## src/rtl/mem_pkg.sv

```systemverilog
// rtl/mem_pkg.sv - shared types and elaboration helpers for mem_sdp_pipe
package mem_pkg;

  typedef enum logic {ST_INIT, ST_READY} mem_state_t;

  localparam int RD_LAT_MIN = 1;
  localparam int RD_LAT_MAX = 4;

  function automatic int nlanes(input int dataw, input int lanew);
    return dataw / lanew;
  endfunction

  function automatic bit params_ok(input int dataw, input int lanew, input int rd_lat);
    return (rd_lat >= RD_LAT_MIN) && (rd_lat <= RD_LAT_MAX) &&
           (lanew > 0) && ((dataw % lanew) == 0);
  endfunction

endpackage

```

## src/rtl/mem_rd_pipe.sv

```systemverilog
// rtl/mem_rd_pipe.sv - read-latency shift register of {valid, data}
module mem_rd_pipe #(
  parameter int DATAW  = 8,
  parameter int RD_LAT = 1
) (
  input  logic             clk,
  input  logic             rst_n,
  input  logic             in_valid,
  input  logic [DATAW-1:0] in_data,
  output logic             out_valid,
  output logic [DATAW-1:0] out_data
);

  logic [RD_LAT-1:0] vld;
  logic [DATAW-1:0]  dat [RD_LAT];

  // data stages only move with a valid token, so the last stage holds between reads
  always_ff @(posedge clk or negedge rst_n) begin
    if (!rst_n) begin
      vld <= '0;
      for (int i = 0; i < RD_LAT; i++) dat[i] <= '0;
    end else begin
      vld[0] <= in_valid;
      if (in_valid) dat[0] <= in_data;
      for (int i = 1; i < RD_LAT; i++) begin
        vld[i] <= vld[i-1];
        if (vld[i-1]) dat[i] <= dat[i-1];
      end
    end
  end

  assign out_valid = vld[RD_LAT-1];
  assign out_data  = dat[RD_LAT-1];

endmodule

```

## src/rtl/mem_sdp_pipe.sv

```systemverilog
// rtl/mem_sdp_pipe.sv - SDP word store with lane writes, init sweep, pipelined reads
// Optional: MEM_BYPASS_EN selects write-first on same-address read/write.
module mem_sdp_pipe
  import mem_pkg::*;
#(
  parameter int              DATAW    = 8,
  parameter int              DEPTH    = 512,
  parameter int              ADDRW    = $clog2(DEPTH),
  parameter int              LANEW    = 8,
  parameter int              RD_LAT   = 1,
  parameter logic [DATAW-1:0] INIT_VAL = '0,
  localparam int             NLANES   = nlanes(DATAW, LANEW)
) (
  input  logic              clk,
  input  logic              rst_n,
  input  logic [DATAW-1:0]  wdata,
  input  logic [ADDRW-1:0]  waddr,
  input  logic              wen,
  input  logic [NLANES-1:0] wlane_en,
  input  logic [ADDRW-1:0]  raddr,
  input  logic              ren,
  output logic [DATAW-1:0]  rdata,
  output logic              rvalid,
  output logic              ready
);

  localparam bit               PARAMS_OK = params_ok(DATAW, LANEW, RD_LAT);
  localparam logic [ADDRW:0]   DEPTH_W   = (ADDRW+1)'(DEPTH);
  localparam logic [ADDRW-1:0] LAST_ADDR = ADDRW'(DEPTH - 1);

  generate
    if (!PARAMS_OK) begin : g_bad_params
      $error("mem_sdp_pipe: RD_LAT must be 1..4 and DATAW a multiple of LANEW");
    end
  endgenerate

  mem_state_t       state;
  logic [ADDRW-1:0] init_cnt;
  logic [DATAW-1:0] mem [DEPTH];
  logic             waddr_ok;
  logic             raddr_ok;
  logic             wr_go;
  logic             rd_go;
  logic [DATAW-1:0] rd_word;

  assign ready    = (state == ST_READY);
  assign waddr_ok = ({1'b0, waddr} < DEPTH_W);
  assign raddr_ok = ({1'b0, raddr} < DEPTH_W);
  assign wr_go    = ready && wen && waddr_ok;
  assign rd_go    = ready && ren;

  always_ff @(posedge clk or negedge rst_n) begin
    if (!rst_n) begin
      state    <= ST_INIT;
      init_cnt <= '0;
    end else if (state == ST_INIT) begin
      init_cnt <= init_cnt + 1'b1;
      if (init_cnt == LAST_ADDR) state <= ST_READY;
    end
  end

  // storage is deliberately unreset; the init sweep owns the port until ready
  always_ff @(posedge clk) begin
    if (state == ST_INIT) begin
      mem[init_cnt] <= INIT_VAL;
    end else if (wr_go) begin
      for (int i = 0; i < NLANES; i++)
        if (wlane_en[i]) mem[waddr][i*LANEW +: LANEW] <= wdata[i*LANEW +: LANEW];
    end
  end

  always_comb begin
    rd_word = '0;
    if (raddr_ok) rd_word = mem[raddr];
`ifdef MEM_BYPASS_EN
    if (wr_go && (waddr == raddr)) begin
      for (int i = 0; i < NLANES; i++)
        if (wlane_en[i]) rd_word[i*LANEW +: LANEW] = wdata[i*LANEW +: LANEW];
    end
`endif
  end

  mem_rd_pipe #(
    .DATAW  (DATAW),
    .RD_LAT (RD_LAT)
  ) u_rd_pipe (
    .clk       (clk),
    .rst_n     (rst_n),
    .in_valid  (rd_go),
    .in_data   (rd_word),
    .out_valid (rvalid),
    .out_data  (rdata)
  );

endmodule
```

## config.mk

```make
export PLATFORM = sky130hd
export DESIGN_NAME = mem_sdp_pipe
export DESIGN_NICKNAME = d
export VERILOG_FILES = /design/src/rtl/mem_pkg.sv /design/src/rtl/mem_rd_pipe.sv /design/src/rtl/mem_sdp_pipe.sv
export SDC_FILE = /design/constraint.sdc
export NUM_CORES = 2
export LEC_CHECK = 0
export ABC_CLOCK_PERIOD_IN_PS = 11000
export CORE_MARGIN = 8
export CORE_UTILIZATION = 60
export DETAILED_ROUTE_END_ITERATION = 7
export HOLD_SLACK_MARGIN = 0.08
export PLACE_DENSITY = 0.76
export SETUP_SLACK_MARGIN = 0.3
export SKIP_LAST_GASP = 1
export SYNTH_ARGS = -nofsm -noshare
export SYNTH_HDL_FRONTEND = slang
export SYNTH_SLANG_ARGS = --single-unit
```

## constraint.sdc

```tcl
create_clock -name clk -period 11 [get_ports clk]
set_clock_uncertainty 0.2 [all_clocks]
set_input_delay 1.65 -clock clk [delete_from_list [all_inputs] [get_ports clk]]
set_output_delay 1.65 -clock clk [all_outputs]
set_load 0.005 [all_outputs]
```

# Yosys cells after proc, flatten, opt, wreduce, memory -nomap -nowiden

Memory sizes are Yosys's and may differ from the RTL's. A register that Yosys moved wholly into a read port is not among the register bits.
Index checks and enable logic that the tools add are counted.
W data, S select, Z words.

Add/subtract/negate cells: 1
$mul: 0
Divide/modulo/power cells: 0
Order comparisons: 0
Eq/ne operators: 1
Shift-type cells: 0
Muxes and demuxes: 10
Bitwise logic cells: 0
Reduce and logical (&&, ||, !) cells: 4

Operators by type and width:

| kind                  | number |
|---|---|
| $add A9 B1 Y9 const B | 1 |
| $eq A9 B9 Y1 const B  | 1 |
| $mux W9               | 1 |
| $mux W1               | 8 |
| $mux W8               | 1 |
| $reduce_or A8 Y1      | 1 |
| $logic_and A1 B1 Y1   | 2 |
| $logic_not A1 Y1      | 1 |

Flip-flop bits (word level): 11
Latch bits: 0
Memory bits (writable): 4096
Bits in read-only memories: 0
Input port bits: 31
Output and inout bits: 10
Memories: 1

Memories:

| memory | words | width | read ports | clocked after memory_dff | write ports | line               | source |
|---|---|---|---|---|---|---|---|
| mem    | 512   | 8     | 1          | 1                        | 1           | mem_sdp_pipe.sv:39 | `logic [DATAW-1:0] mem [DEPTH];` |

# Logic depth before layout (Yosys ltp)

Depth in word-level cells: 6
Depth in mapped cells: 13
Mapped depth without buffers: 7

# By module

Synthesis repeated with hierarchy kept, for this count alone.

Cell total of the unflattened synthesis: 8158
Area total of the unflattened synthesis: 162789.9 um2

Modules (own cells, without submodules):

| module       | times used | cells each | area each (um2) |
|---|---|---|---|
| mem_sdp_pipe | 1          | 8140       | 162433.3 |
| mem_rd_pipe  | 1          | 18         | 356.6 |

# Least setup slack after synthesis

No wires, ideal clock.

Path kind: input to register
Start: in wlane_en
End: mem mem[0][0] (data pin)
Setup time: 1.538 ns
Data arrival time: 8.690 ns
Required time: 9.262 ns
Setup slack: 0.572 ns
Cell stages on the path: 4
Path through: and3_1 clkbuf_1 clkbuf_1 and2_1

Longest elaborated chain between the ends: 6

Ends and longest elaborated chain:

| item                              | line               | source |
|---|---|---|
| start: declaration                | mem_sdp_pipe.sv:19 | `input logic [NLANES-1:0] wlane_en,` |
| $mux W1                           | mem_sdp_pipe.sv:68 | `if (wlane_en[i]) mem[waddr][i*LANEW +: LANEW] <= wdata[i*LANEW +: LANEW];` |
| $mux W1                           | mem_sdp_pipe.sv:66 | `end else if (wr_go) begin` |
| $mux W1                           | mem_sdp_pipe.sv:64 | `if (state == ST_INIT) begin` |
| $mux W1 (implied by the code)     | mem_sdp_pipe.sv:68 |  |
| $reduce_or A8 Y1 (no source line) | -                  |  |
| $mux W8 (no source line)          | -                  |  |
| end: declaration                  | mem_sdp_pipe.sv:39 |  |

No other way between the ends.

==> summary.md <==
| Metric | Value |
|---|---|
| Number of global-route vias before repair | `80,800` |
| Grt peak-use layer | `met2` |
| Leak pwr | `44.6 nW` |
| Worst hold path class | `reg2reg` |
| Sequential area share after synthesis | `0.769` |
| CORE AREA | `267,000 um^2` |
| P_sw | `6.31 mW` |
| Crit path from | `raddr[0]` |
| Tcrit/Tclk final | `0.581` |
| Initial antenna violation count | `23` |
| First-pass detailed-route iteration total | `6` |
| CTS tree | `done` |
| Syn_nets | `7,508` |
| Maximum buffer depth of the clock tree | `4` |
| CTS Hold Buffers Added | `0` |
| Netlist cell types | `80` |
| Maxcap violations | `0` |
| Post-synth ARST share | `0.00462` |
| Area Growth Syn to Fin | `9.99%` |
| Worst slew pin tran | `1.50 ns` |
| Clk slew on worst S/H paths | `0.06 ns` |
| RePlAce Congestion | `0.854` |
| Mean area per synthesized cell | `21.5 um^2` |
| Drc violations | `0` |
| Sink Count | `4,115` |
| Pins Over Slew Limit | `0` |
| Post-cts repair resize count | `0` |
| Dominant synthesized flop cell | `edfxtp_1` |
| Row cnt | `190` |
| Met1 Use GR | `0.400` |
| Hold_sp | `init_cnt[7]` |
| Vias | `81,300` |
| Clock insertion delay at the later pin of the skew report | `0.95 ns` |
| Fin. Hold Viols | `0` |
| Die width | `533 um` |
| Aggregate global routing overflow | `0` |
| Reg power frac | `0.548` |
| Highest clock rate | `157 MHz` |
| Post-CTS Setup Repair Bufs | `0` |
| Yosys reg bits | `4,115` |
| Post-synth EDFFs | `4,096` |
| Fraction of layout cells with a size suffix above 1 | `0.226` |
| VDD IR max | `127 uV` |
| Critical Path Source Type | `primary input` |
| Total power | `31.0 mW` |
| H-Tree Depth | `5` |
| Post-placement cell count | `10,800` |
| Net Sw Frac | `0.204` |
| CP Max Fanout | `95` |
| Worst Hold Margin | `0.337 ns` |
| M3 GR Usage | `0.0869` |
| CTS Buf Count | `394` |
| I/O pin count | `41` |
| Final Non-Filler Cells | `11,500` |
| Final nets | `7,631` |
| First-pass GRT wire length | `596 mm` |
| WS Path Type | `in2reg` |
| Worst endpoint data arrival time | `6.95 ns` |
| Outcome | `finished, final reports clean` |
| Mapped Cells | `7,475` |
| Clock power frac | `0.426` |
| RR Startpoint | `ready` |
| Setup TNS Final | `0 ns` |
| Crit path capture | `u_rd_pipe.out_data[3]` |
| Synth warn | `0` |
| DRT iter0 DRCs | `13,300` |
| Fin area | `177,000 um^2` |
| Reg2reg end | `mem[69][3]` |
| Worst reg-to-reg path cell count | `6` |
| GR Layer Usage met2 | `0.442` |
| Logic pwr share | `0.025` |
| Initial Util | `0.601` |
| CP endpoint kind | `flop` |
| Vias per inst | `7.07` |
| Largest net degree at the start of global routing | `249` |
| Die span in y | `533 um` |
| Drt wl/cell | `36.4 um` |
| Mapped cell area | `161,000 um^2` |
| Commonest non-fill, non-tap cell in the layout | `edfxtp_1` |
| R2R Setup Slk | `5.98 ns` |
| Final worst setup slack | `4.61 ns` |
| RSZ-0062 raised after global routing | `false` |
| Max-slew headroom | `0.000651` |
| Internal power | `24.6 mW` |
| Number of buffers added on ports | `40` |
| DRT antenna net count | `0` |
| Pre-CTS setup slack | `3.79 ns` |
| Most frequent cells in the layout | `edfxtp_1, mux4_2, nor2_1` |
| Die ar. | `284,000 um^2` |
| Clock Tree Root | `clkbuf_16` |
| Final worst path period need | `6.39 ns` |
| All-Layer GR Usage | `0.291` |
| DP HPWL | `238 mm` |
| Required time worst endpoint | `11.56 ns` |
| Final core area utilization | `0.661` |
| Final WL | `418 mm` |
| Power Density | `175 nW/um^2` |
| # setup viols final | `0` |
| Placement Cell Area | `164,000 um^2` |
==> worst min path at each step <==
stage	to	slack (ns)	cells after the start
2_1_floorplan	u_rd_pipe.out_data[1]	0.28	1
3_3_place_gp	init_cnt[7]	0.31	1
3_5_place_dp	init_cnt[7]	0.32	1
4_1_cts	init_cnt[7]	0.34	1
5_1_grt	init_cnt[7]	0.37	1
6_report	init_cnt[7]	0.34	1
==> area by class of cell <==
| cell class | count | area [um^2] |
|---|---|---|
| diodes | 30 | 75.1 |
| repair buffers | 185 | 1830 |
| well taps | 3552 | 4440 |
| flip-flops and latches | 4115 | 123000 |
| multi-input cells | 2893 | 34400 |
| inverters | 9 | 51.3 |
| fillers | 16100 | 90600 |
| clock buffers | 488 | 10400 |
| clock inverters | 223 | 1950 |
==> power groups by stage <==
stage	Combinational, mW	Sequential [mW]	Clock, mW
floorplan	0.528	17.3	0
global placement	0.766	17.3	0
detailed placement	0.769	17.3	0
CTS	0.776	17.0	13.2
global route	0.807	17.0	13.8
finish	0.788	17.0	13.2
==> layer usage <==
| layer | vias up | routed length (um) |
|---|---|---|
| li1 | 31500 | - |
| met1 | 42300 | 146000 |
| met2 | 6427 | 194000 |
| met3 | 1095 | 57800 |
| met4 | 25 | 20300 |
| met5 | - | 250 |
==> cell usage after synthesis, drive strengths merged, types with 7 or more instances <==
cell type,instances,area share
o21ai,44,0.0014
a31oi,36,0.0014
a22oi,43,0.0020
nand2b,11,0.00043
inv,8,0.00019
a211oi,26,0.0012
nor2,587,0.014
a22o,12,0.00065
xnor2,7,0.00038
o211ai,10,0.00050
mux2i,207,0.013
nor2b,19,0.00074
clkbuf,164,0.0038
o221ai,42,0.0023
nand3b,9,0.00042
and3,29,0.0011
a32oi,9,0.00049
a21oi,57,0.0018
nor4,9,0.00035
nand2,355,0.0083
and2,27,0.0011
edfxtp,4096,0.77
nand3,80,0.0025
o22ai,49,0.0019
mux4,1051,0.15
a221oi,15,0.00093
dfrtp,19,0.0030
nand4,13,0.00051
mux2,15,0.0011
buf,294,0.014
a311oi,20,0.0011
o2111ai,8,0.00044
a2111oi,10,0.00062
nor3,18,0.00056
==> sequential cells by signal, indices dropped and copies added (netlist names) <==
register / flops
mem: 4096
u_rd_pipe.out_data: 8
init_cnt: 9
ready: 1
u_rd_pipe.out_valid: 1
==> logic make-up (layout without fill, tap and decap cells) <==
kind of cell | after synthesis | after routing | share of synthesized area
other | 0 | 30 | 0
buffers and inverters | 467 | 905 | 0.0185
AOI/OAI and AO/OA | 436 | 436 | 0.0197
xor gates and xnor gates | 7 | 7 | 0.000382
and+or+nand+nor | 1175 | 1175 | 0.0306
muxes | 1273 | 1273 | 0.162
adders and majority gates | 2 | 2 | 0.000156
DFF | 4115 | 4115 | 0.769
==> critical path, cell delays in order <==
cell and delay [ns]:
buf_16 0.46, buf_4 0.51, buf_12 0.60, mux4_2 0.59
mux2i_1 1.05, o22ai_1 0.43, nor4_1 0.99, or4_1 0.32
o311ai_1 0.11
No activity file was read; power rests on OpenSTA's default activity.
